--- config.mk ---
export PLATFORM = sky130hd
export DESIGN_NAME = rom_stream_reader
export DESIGN_NICKNAME = d
export VERILOG_FILES = /design/src/rtl/rom_stream_pkg.sv /design/src/rtl/rom_stream_fifo.sv /design/src/rtl/rom_stream_reader.sv
export SDC_FILE = /design/constraint.sdc
export NUM_CORES = 1
export LEC_CHECK = 0
export ABC_AREA = 1
export CAP_MARGIN = 20
export CORE_ASPECT_RATIO = 0.7
export CORE_MARGIN = 2
export CORE_UTILIZATION = 60
export DETAILED_ROUTE_END_ITERATION = 8
export PLACE_DENSITY = 0.85
export RECOVER_POWER = 25
export SYNTH_ARGS = -nofsm -noshare
export SYNTH_HDL_FRONTEND = slang
export SYNTH_SLANG_ARGS = --single-unit
--- constraint.sdc ---
create_clock -name clock -period 11.05 [get_ports clock]
set_input_delay 1.6575 -clock clock [delete_from_list [all_inputs] [get_ports clock]]
set_output_delay 1.6575 -clock clock [all_outputs]
set_load 0.05 [all_outputs]
--- src/rtl/rom_stream_pkg.sv ---
// rom_stream_pkg
// Shared types and constants for the ROM stream reader.
//   state_t      : sequencer states
//   FIFO_DEPTH   : output buffer depth
//   ROM_LAT      : ROM read latency in cycles (address to data)
//   CREDIT_LIMIT : max words buffered plus in flight before issue stalls
//   CNT_W        : width of the FIFO occupancy count
package rom_stream_pkg;

    typedef enum logic [1:0] {
        IDLE  = 2'd0,
        RUN   = 2'd1,
        DRAIN = 2'd2
    } state_t;

    localparam int FIFO_DEPTH   = 4;
    localparam int ROM_LAT      = 1;
    localparam int CREDIT_LIMIT = FIFO_DEPTH;
    localparam int CNT_W        = $clog2(FIFO_DEPTH + 1);
    localparam int PTR_W        = $clog2(FIFO_DEPTH);

endpackage

--- src/rtl/rom_stream_fifo.sv ---
// rom_stream_fifo
// Small synchronous FIFO holding {last, data} words for the output stream.
// Push and pop may happen in the same cycle. dout shows the head entry.
// Ports:
//   clock, reset : clock and async active-high reset
//   push, pop    : write / read strobes (ignored when full / empty)
//   din, dout    : entry in / head entry out
//   count, empty : occupancy and empty flag (registered)
module rom_stream_fifo
    import rom_stream_pkg::*;
#(
    parameter int W = 33
) (
    input  logic             clock,
    input  logic             reset,
    input  logic             push,
    input  logic             pop,
    input  logic [W-1:0]     din,
    output logic [W-1:0]     dout,
    output logic [CNT_W-1:0] count,
    output logic             empty
);

    logic [W-1:0]     mem [FIFO_DEPTH];
    logic [PTR_W-1:0] wr_ptr;
    logic [PTR_W-1:0] rd_ptr;
    logic             do_push;
    logic             do_pop;

    assign empty   = (count == '0);
    assign do_push = push && (count != CNT_W'(FIFO_DEPTH));
    assign do_pop  = pop && !empty;
    assign dout    = mem[rd_ptr];

    always_ff @(posedge clock or posedge reset) begin
        if (reset) begin
            for (int i = 0; i < FIFO_DEPTH; i++) begin
                mem[i] <= '0;
            end
            wr_ptr <= '0;
            rd_ptr <= '0;
            count  <= '0;
        end else begin
            if (do_push) begin
                mem[wr_ptr] <= din;
                wr_ptr      <= wr_ptr + PTR_W'(1);
            end
            if (do_pop) begin
                rd_ptr <= rd_ptr + PTR_W'(1);
            end
            count <= count + CNT_W'(do_push) - CNT_W'(do_pop);
        end
    end

endmodule

--- src/rtl/rom_stream_reader.sv ---
// rom_stream_reader
// Streams a burst of consecutive ROM words out as a valid/ready stream.
// Ports:
//   clock, reset              : clock and async active-high reset
//   start_valid/ready/base/len: burst command (accepted only in IDLE)
//   rom_addr, rom_data        : registered ROM address, ROM data (1-cycle latency)
//   out_valid/ready/data/last : output stream
//   busy, done                : burst in progress, one-cycle completion pulse
//
// state | meaning
// IDLE  | waiting for a command; start_ready high
// RUN   | issuing addresses as credit allows
// DRAIN | all addresses issued; waiting for the last word to be taken
module rom_stream_reader
    import rom_stream_pkg::*;
#(
    parameter int ADDR_W = 5,
    parameter int DATA_W = 32,
    parameter int LEN_W  = 6
) (
    input  logic              clock,
    input  logic              reset,
    input  logic              start_valid,
    output logic              start_ready,
    input  logic [ADDR_W-1:0] start_base,
    input  logic [LEN_W-1:0]  start_len,
    output logic [ADDR_W-1:0] rom_addr,
    input  logic [DATA_W-1:0] rom_data,
    output logic              out_valid,
    input  logic              out_ready,
    output logic [DATA_W-1:0] out_data,
    output logic              out_last,
    output logic              busy,
    output logic              done
);

    state_t             state;
    logic [ADDR_W-1:0]  next_addr;
    logic [LEN_W-1:0]   remaining;
    // Bit i set: a word issued i+1 edges ago has not reached the FIFO yet.
    logic [ROM_LAT:0]   iss_pipe;
    logic [ROM_LAT:0]   last_pipe;
    logic [CNT_W-1:0]   fifo_count;
    logic               fifo_empty;
    logic [DATA_W:0]    fifo_dout;
    logic [CNT_W:0]     credit_used;
    logic               accept;
    logic               pop;
    logic               credit_ok;
    logic               issue;
    logic               issue_last;

    assign start_ready = (state == IDLE);
    assign accept      = start_valid && start_ready;
    assign out_valid   = !fifo_empty;
    assign pop         = out_valid && out_ready;
    assign out_last    = fifo_dout[DATA_W];
    assign out_data    = fifo_dout[DATA_W-1:0];

    // Occupancy at the start of the cycle; a same-cycle pop earns no credit.
    assign credit_used = {1'b0, fifo_count} + (CNT_W+1)'($countones(iss_pipe));
    assign credit_ok   = credit_used < (CNT_W+1)'(CREDIT_LIMIT);

    // The first address goes out on the accept edge so rom_addr=base the next cycle.
    always_comb begin
        issue      = 1'b0;
        issue_last = 1'b0;
        if (state == IDLE) begin
            issue      = accept && (start_len != '0);
            issue_last = accept && (start_len == LEN_W'(1));
        end else if (state == RUN) begin
            issue      = credit_ok;
            issue_last = credit_ok && (remaining == LEN_W'(1));
        end
    end

    always_ff @(posedge clock or posedge reset) begin
        if (reset) begin
            state     <= IDLE;
            rom_addr  <= '0;
            next_addr <= '0;
            remaining <= '0;
            iss_pipe  <= '0;
            last_pipe <= '0;
            busy      <= 1'b0;
            done      <= 1'b0;
        end else begin
            done      <= 1'b0;
            iss_pipe  <= {iss_pipe[ROM_LAT-1:0], issue};
            last_pipe <= {last_pipe[ROM_LAT-1:0], issue_last};
            case (state)
                IDLE: begin
                    if (accept) begin
                        if (start_len == '0) begin
                            done <= 1'b1;
                        end else begin
                            rom_addr  <= start_base;
                            next_addr <= start_base + ADDR_W'(1);
                            remaining <= start_len - LEN_W'(1);
                            busy      <= 1'b1;
                            state     <= (start_len == LEN_W'(1)) ? DRAIN : RUN;
                        end
                    end
                end
                RUN: begin
                    if (issue) begin
                        rom_addr  <= next_addr;
                        next_addr <= next_addr + ADDR_W'(1);
                        remaining <= remaining - LEN_W'(1);
                        if (remaining == LEN_W'(1)) begin
                            state <= DRAIN;
                        end
                    end
                end
                DRAIN: begin
                    // The last-tagged word is the final one, so nothing else is pending.
                    if (pop && out_last) begin
                        state <= IDLE;
                        busy  <= 1'b0;
                        done  <= 1'b1;
                    end
                end
                default: state <= IDLE;
            endcase
        end
    end

    rom_stream_fifo #(
        .W(DATA_W + 1)
    ) u_fifo (
        .clock (clock),
        .reset (reset),
        .push  (iss_pipe[ROM_LAT]),
        .pop   (pop),
        .din   ({last_pipe[ROM_LAT], rom_data}),
        .dout  (fifo_dout),
        .count (fifo_count),
        .empty (fifo_empty)
    );

endmodule

After elaboration in Yosys (flattened, before gate mapping) --
Cells that the tools add are included. W data, S select, Z words.
Cells by class: add/subtract/negate cells 10, multiply operators 0, div/mod/pow operators 0, order comparisons 4, eq/ne operators 10, shift operators 0, multiplexer cells 37, bitwise gates (word level) 2, reductions and logical operators 19
Operators with widths (number):
- $bwmux W132 | 1
- $mux W33 | 3
- $bmux W33 S2 | 1
- $demux W33 S2 | 1
- $mux W5 | 6
- $pmux W5 S2 | 2
- $mux W6 | 3
- $eq A6 B1 Y1 const B | 2
- $mux W2 | 6
- $pmux W6 S2 | 1
- $sub A6 B1 Y6 const B | 2
- $add A5 B1 Y5 const B | 2
- $mux W1 | 10
- $logic_and A1 B1 Y1 | 9
- $reduce_and A4 Y1 | 2
- $ge A3 B3 Y1 const B | 2
- $logic_not A6 Y1 | 1
- $ne A2 B2 Y1 const B | 3
- $not A2 Y3 | 2
- $pmux W2 S3 | 1
- $reduce_bool A6 Y1 | 1
- $reduce_and A5 Y1 | 1
- $add A2 B1 Y2 const B | 2
- $add A3 B2 Y4 | 1
- other kinds (14) | 17
Word-level totals: bits in registers 163, bits in latches 0, bits in writable memories 0, memory bits (read-only) 0, memories kept 0

Depth between registers and ports, before layout --
depth in word-level cells 7, gate-level depth with buffers 11, mapped depth without buffers 10

Cells and area by module --
A second synthesis with hierarchy kept.
Unflattened totals: cells, all modules 1056, area total of the unflattened synthesis 8274.2 sq um
Modules (own cells, without submodules):
- rom_stream_fifo | times used 1, cells an instance 860, area an instance 6830.3 sq um
- rom_stream_reader | times used 1, cells an instance 196, area an instance 1443.9 sq um

Worst setup path before layout --
Ideal clock, no wire load.
kind flip-flop to output port, from reg u_fifo.rd_ptr[0], to out out_data[11], arrival 1755 ps, setup slack 7637 ps, cell stages (with the launch flop) 6, cell sequence dfrtp_1 inv_2 buf_2 clkbuf_1 nor2_1 o22ai_1
On the way: word-level cells in the longest chain between the ends 4
Ends and longest elaborated chain:
- from (decl) | RTL line rom_stream_fifo.sv:26 | logic [PTR_W-1:0] rd_ptr;
- from (signal assigned) | RTL line rom_stream_fifo.sv:49 | rd_ptr <= rd_ptr + PTR_W'(1);
- $not A2 Y3 (not written as such) | RTL line rom_stream_fifo.sv:33 | assign dout = mem[rd_ptr];
- $bmux W33 S2 | RTL line rom_stream_fifo.sv:33
- $mux W33 (not written as such) (2 in series) | RTL line rom_stream_fifo.sv:33
- to (decl) | RTL line rom_stream_reader.sv:31 | output logic [DATA_W-1:0] out_data,
Every way passes these cells. The select of a mux whose other input is x is not followed.

Worst setup path in the final report --
from reg u_fifo.rd_ptr[0], to out out_data[9]
Same word-level chain as after synthesis.

==> impl_results.rst <==
.. list-table::
   :header-rows: 1

   * - Metric
     - Value
   * - Status
     - finished with violations
   * - Violated checks
     - max-capacitance violations, max-slew violations
   * - Yosys top cell area share
     - 0.5454
   * - Instance count along the most critical hold path
     - 0
   * - Path category of the worst min-delay check
     - flop to flop
   * - Nets
     - ~1k
   * - RR Endpoint
     - u_fifo.mem[23]
   * - Max-capacitance violation count
     - 3
   * - Sink of the worst hold path
     - last_pipe[1]
   * - Leading post-synthesis cells by cell area
     - sky130_fd_sc_hd__dfrtp_1 (55%), sky130_fd_sc_hd__nand2_1 (11%), sky130_fd_sc_hd__o21ai_0 (10%)
   * - Min cycle time layout
     - 4618 ps
   * - Clock root buffer
     - sky130_fd_sc_hd__clkbuf_16
   * - Relative max-transition margin
     - -0.4257
   * - Share of final-layout standard cells stronger than drive strength 1
     - 0.05468
   * - List of cells traversed by the critical path
     - inv_2 > o21ai_0 > o22ai_1 > clkdlybuf4s50_1
   * - H-tree lvl count
     - 4
   * - Sort of element at the end of the critical path
     - output port
   * - Mux contribution to synthesized area
     - 0
   * - Crit Path Class
     - flop to output port
   * - Max frequency
     - 216.5 MHz
   * - Area of the die
     - 13390 µm²
   * - Endpoints failing setup
     - 0
   * - Register area share after synthesis
     - 0.5454
   * - Clock transition at the registers of the reported paths
     - 60 ps
   * - RSZ-0062 raised after global routing
     - false
   * - Net count of the mapped netlist
     - 937
   * - Remaining antenna violation count
     - 0
   * - Maximum number of buffers from clock root to sink
     - 2
   * - Worst-case register-to-register setup slack
     - 7090 ps
   * - Largest family of logic cells by synthesized area
     - simple AND/OR/NAND/NOR gates
   * - Cell count after synthesis
     - roughly 880
   * - Hold Startpoint
     - last_pipe[0]
   * - Vias in the first global route
     - 6038
   * - Uppermost routed layer
     - met4
   * - Gpl congestion
     - roughly 0.84
   * - GRT Total Usage
     - 0.2753
   * - Aggregate routed wire length
     - 17.76 mm
   * - Die Height
     - 97.41 µm
   * - Area fraction in compound gates after synthesis
     - 0.1728
   * - Vias per inst
     - 5.652
   * - Post-DP HPWL
     - between 9 and 10 mm
   * - Amount of wire on met3 after detailed routing
     - 1.065 mm
   * - Total of hold buffers inserted after clock tree synthesis
     - 0
   * - Synthesis-to-layout area growth
     - 20.61%
   * - Launch point of the worst reg-to-reg path
     - u_fifo.count[1]
   * - FP Rows
     - 34
   * - Area of the placeable core
     - 12290 µm²
   * - Filler cell count in the final layout
     - ~870
   * - Count of inserted antenna diode cells
     - 0
   * - Simple-gate share of the synthesized area
     - 0.1733
   * - Clock latency at the later pin of the worst-skew pair
     - 420 ps
   * - Endpoint arrival time on the critical path
     - 2960 ps
   * - Syn avg cell area
     - 8.537 µm²
   * - Synthesized cell area
     - approximately 7500 µm²
   * - Startpoint Class
     - flop
   * - Clock tree skew after final layout
     - around 8.6 ps
   * - First-pass detailed-route iteration total
     - 5
   * - Slew Limit Fails
     - 139
   * - Count of synthesis-stage warnings from yosys
     - 0
   * - Setup TNS Final
     - 0 ps
   * - Initial standard-cell utilization of the core
     - 0.6083
   * - Crit-path max cell delay
     - 850 ps
   * - Slowest cell on the critical path
     - sky130_fd_sc_hd__clkdlybuf4s50_1
   * - PostCTS Resize Cnt
     - 0
   * - Synth cell types
     - 28
   * - Sink count of the clock tree
     - about 160
   * - Number of port buffers
     - 88
   * - Xor-xnor portion of the synthesized cell area
     - 0.01054
   * - Die width
     - roughly 140 µm
   * - Global-route wire length before repair
     - around 29 mm
   * - Routed vias
     - between 6k and 7k
   * - Total setup buffers inserted after CTS
     - 0
   * - DR iter-0 viols
     - 615
   * - Number of ports placed on the die boundary
     - 89
   * - Average wire length per cell after detail routing
     - between 15 and 20 µm
   * - Adder-cell share of the synthesized area
     - 0.02443
   * - Largest net degree at the start of global routing
     - 85
   * - Crit share post-route
     - 0.4179
   * - Minimum hold slack
     - 376.5 ps
   * - Routed wl met2
     - 8.177 mm
   * - Synthesized flop and latch total
     - between 150 and 200
   * - Final hold vios
     - 0
   * - Number of clock buffers inserted by TritonCTS
     - 17
   * - Transition time at the pin with the least slew margin
     - 2138 ps
   * - Number of antenna violations at the first check in global routing
     - 0
   * - Endpoint required time on the critical path
     - roughly 9400 ps
   * - Wl on met1
     - 8.213 mm
   * - Clock tree from TritonCTS
     - yes
   * - Depth of the worst register-to-register path
     - 7
   * - Most area-hungry cell type in the Yosys netlist
     - sky130_fd_sc_hd__dfrtp_1
   * - Residual DRC count
     - 0
   * - Congestion Overflow GR
     - 0
   * - Crit-path max FO
     - 66
==> logic make-up after synthesis <==
group / count (synthesis)
AO/OA/AOI/OAI: 248
XOR/XNOR: 9
buffers and inverters: 117
AND/OR/NAND/NOR: 325
flip-flops: 163
adder cells (fa/ha/maj): 14
==> per-layer routing <==
metal	track usage	vias to the layer above
met5	0	-
met4	0.08247	0
met3	0.05582	31
met2	0.4118	229
met1	0.4086	3031
li1	-	3000
==> worst max path at each step <==
stage / from / end / slack [ps] / cells after the start
global route: u_fifo.rd_ptr[0] / out_data[9] / 6280 / 4
detailed placement: u_fifo.rd_ptr[1] / out_last / 6210 / 4
finish: u_fifo.rd_ptr[0] / out_data[9] / 6430 / 4
global placement: u_fifo.rd_ptr[1] / out_last / 6320 / 4
CTS: u_fifo.rd_ptr[1] / out_data[23] / 5720 / 4
floorplan: reset / busy / 4990 / 1
==> worst max-delay path, delay by kind of cell (launching register included) <==
family | cells | cell delay [ps]
AOI/OAI and AO/OA | 2 | 470
DFF | 1 | 400
buffers and inverters | 2 | 1630
==> cell type report <==
class / instances / area, µm² / share of cell area
clock buffers: 21 / 480.5 / 0.05327
clock inverters: 10 / 177.7 / 0.01970
inverters: 64 / 246.5 / 0.02733
multi-input cells: 596 / 2835 / 0.3143
flip-flops and latches: 163 / 4080 / 0.4524
well taps: 162 / 202.7 / 0.02247
repair buffers: 97 / 997.2 / 0.1106
==> metrics by stage <==
step | worst slack (ps) | util | instance area, µm² | cells
2_1_floorplan | 4988 | - | 7478 | 876
3_3_place_gp | 6321 | 0.6738 | 8284 | 1076
3_5_place_dp | 6212 | 0.6738 | 8284 | 1076
4_1_cts | 5715 | 0.7274 | 8942 | 1107
5_1_grt | 6285 | 0.7337 | 9020 | 1113
6_report | 6432 | 0.7337 | 9020 | 1113
==> layout by cell type (no fill, tap or decap), types with 5 or more instances in the layout <==
cell type                         Yosys  routed
sky130_fd_sc_hd__ha_1                13      13
sky130_fd_sc_hd__nand4_1              6       6
sky130_fd_sc_hd__clkdlybuf4s50_1      0      87
sky130_fd_sc_hd__nand2_1            214     219
sky130_fd_sc_hd__dfrtp_1            163     162
sky130_fd_sc_hd__clkbuf_16            0      17
sky130_fd_sc_hd__o22ai_1             33      33
sky130_fd_sc_hd__xor2_1               6       6
sky130_fd_sc_hd__nand3_1             19      19
sky130_fd_sc_hd__inv_1               58      57
sky130_fd_sc_hd__nor2_1              73      74
sky130_fd_sc_hd__o21ai_1             53      17
sky130_fd_sc_hd__bufinv_16            0       5
sky130_fd_sc_hd__inv_2                5       5
sky130_fd_sc_hd__o21ai_0            156     192
==> state kept, by name, indices dropped and copies added (netlist names) <==
name           cells
u_fifo.mem       132
remaining          6
next_addr          5
rom_addr           5
u_fifo.count       3
iss_pipe           2
last_pipe          2
state              2
u_fifo.rd_ptr      2
u_fifo.wr_ptr      2
busy               1
done               1
==> Yosys cell counts (all sizes together) <==
cell    number
a21oi        4
and2         1
buf         30
clkbuf      23
dfrtp      163
fa           1
ha          13
inv         64
nand2      222
nand3       19
nand4        7
nor2        75
nor3         1
o21ai      210
o21bai       1
o22ai       33
xnor2        3
xor2         6
Power is left out: the tool's default activity adds up to more than one toggle a clock period on the data nets, which glitch-free logic cannot reach.
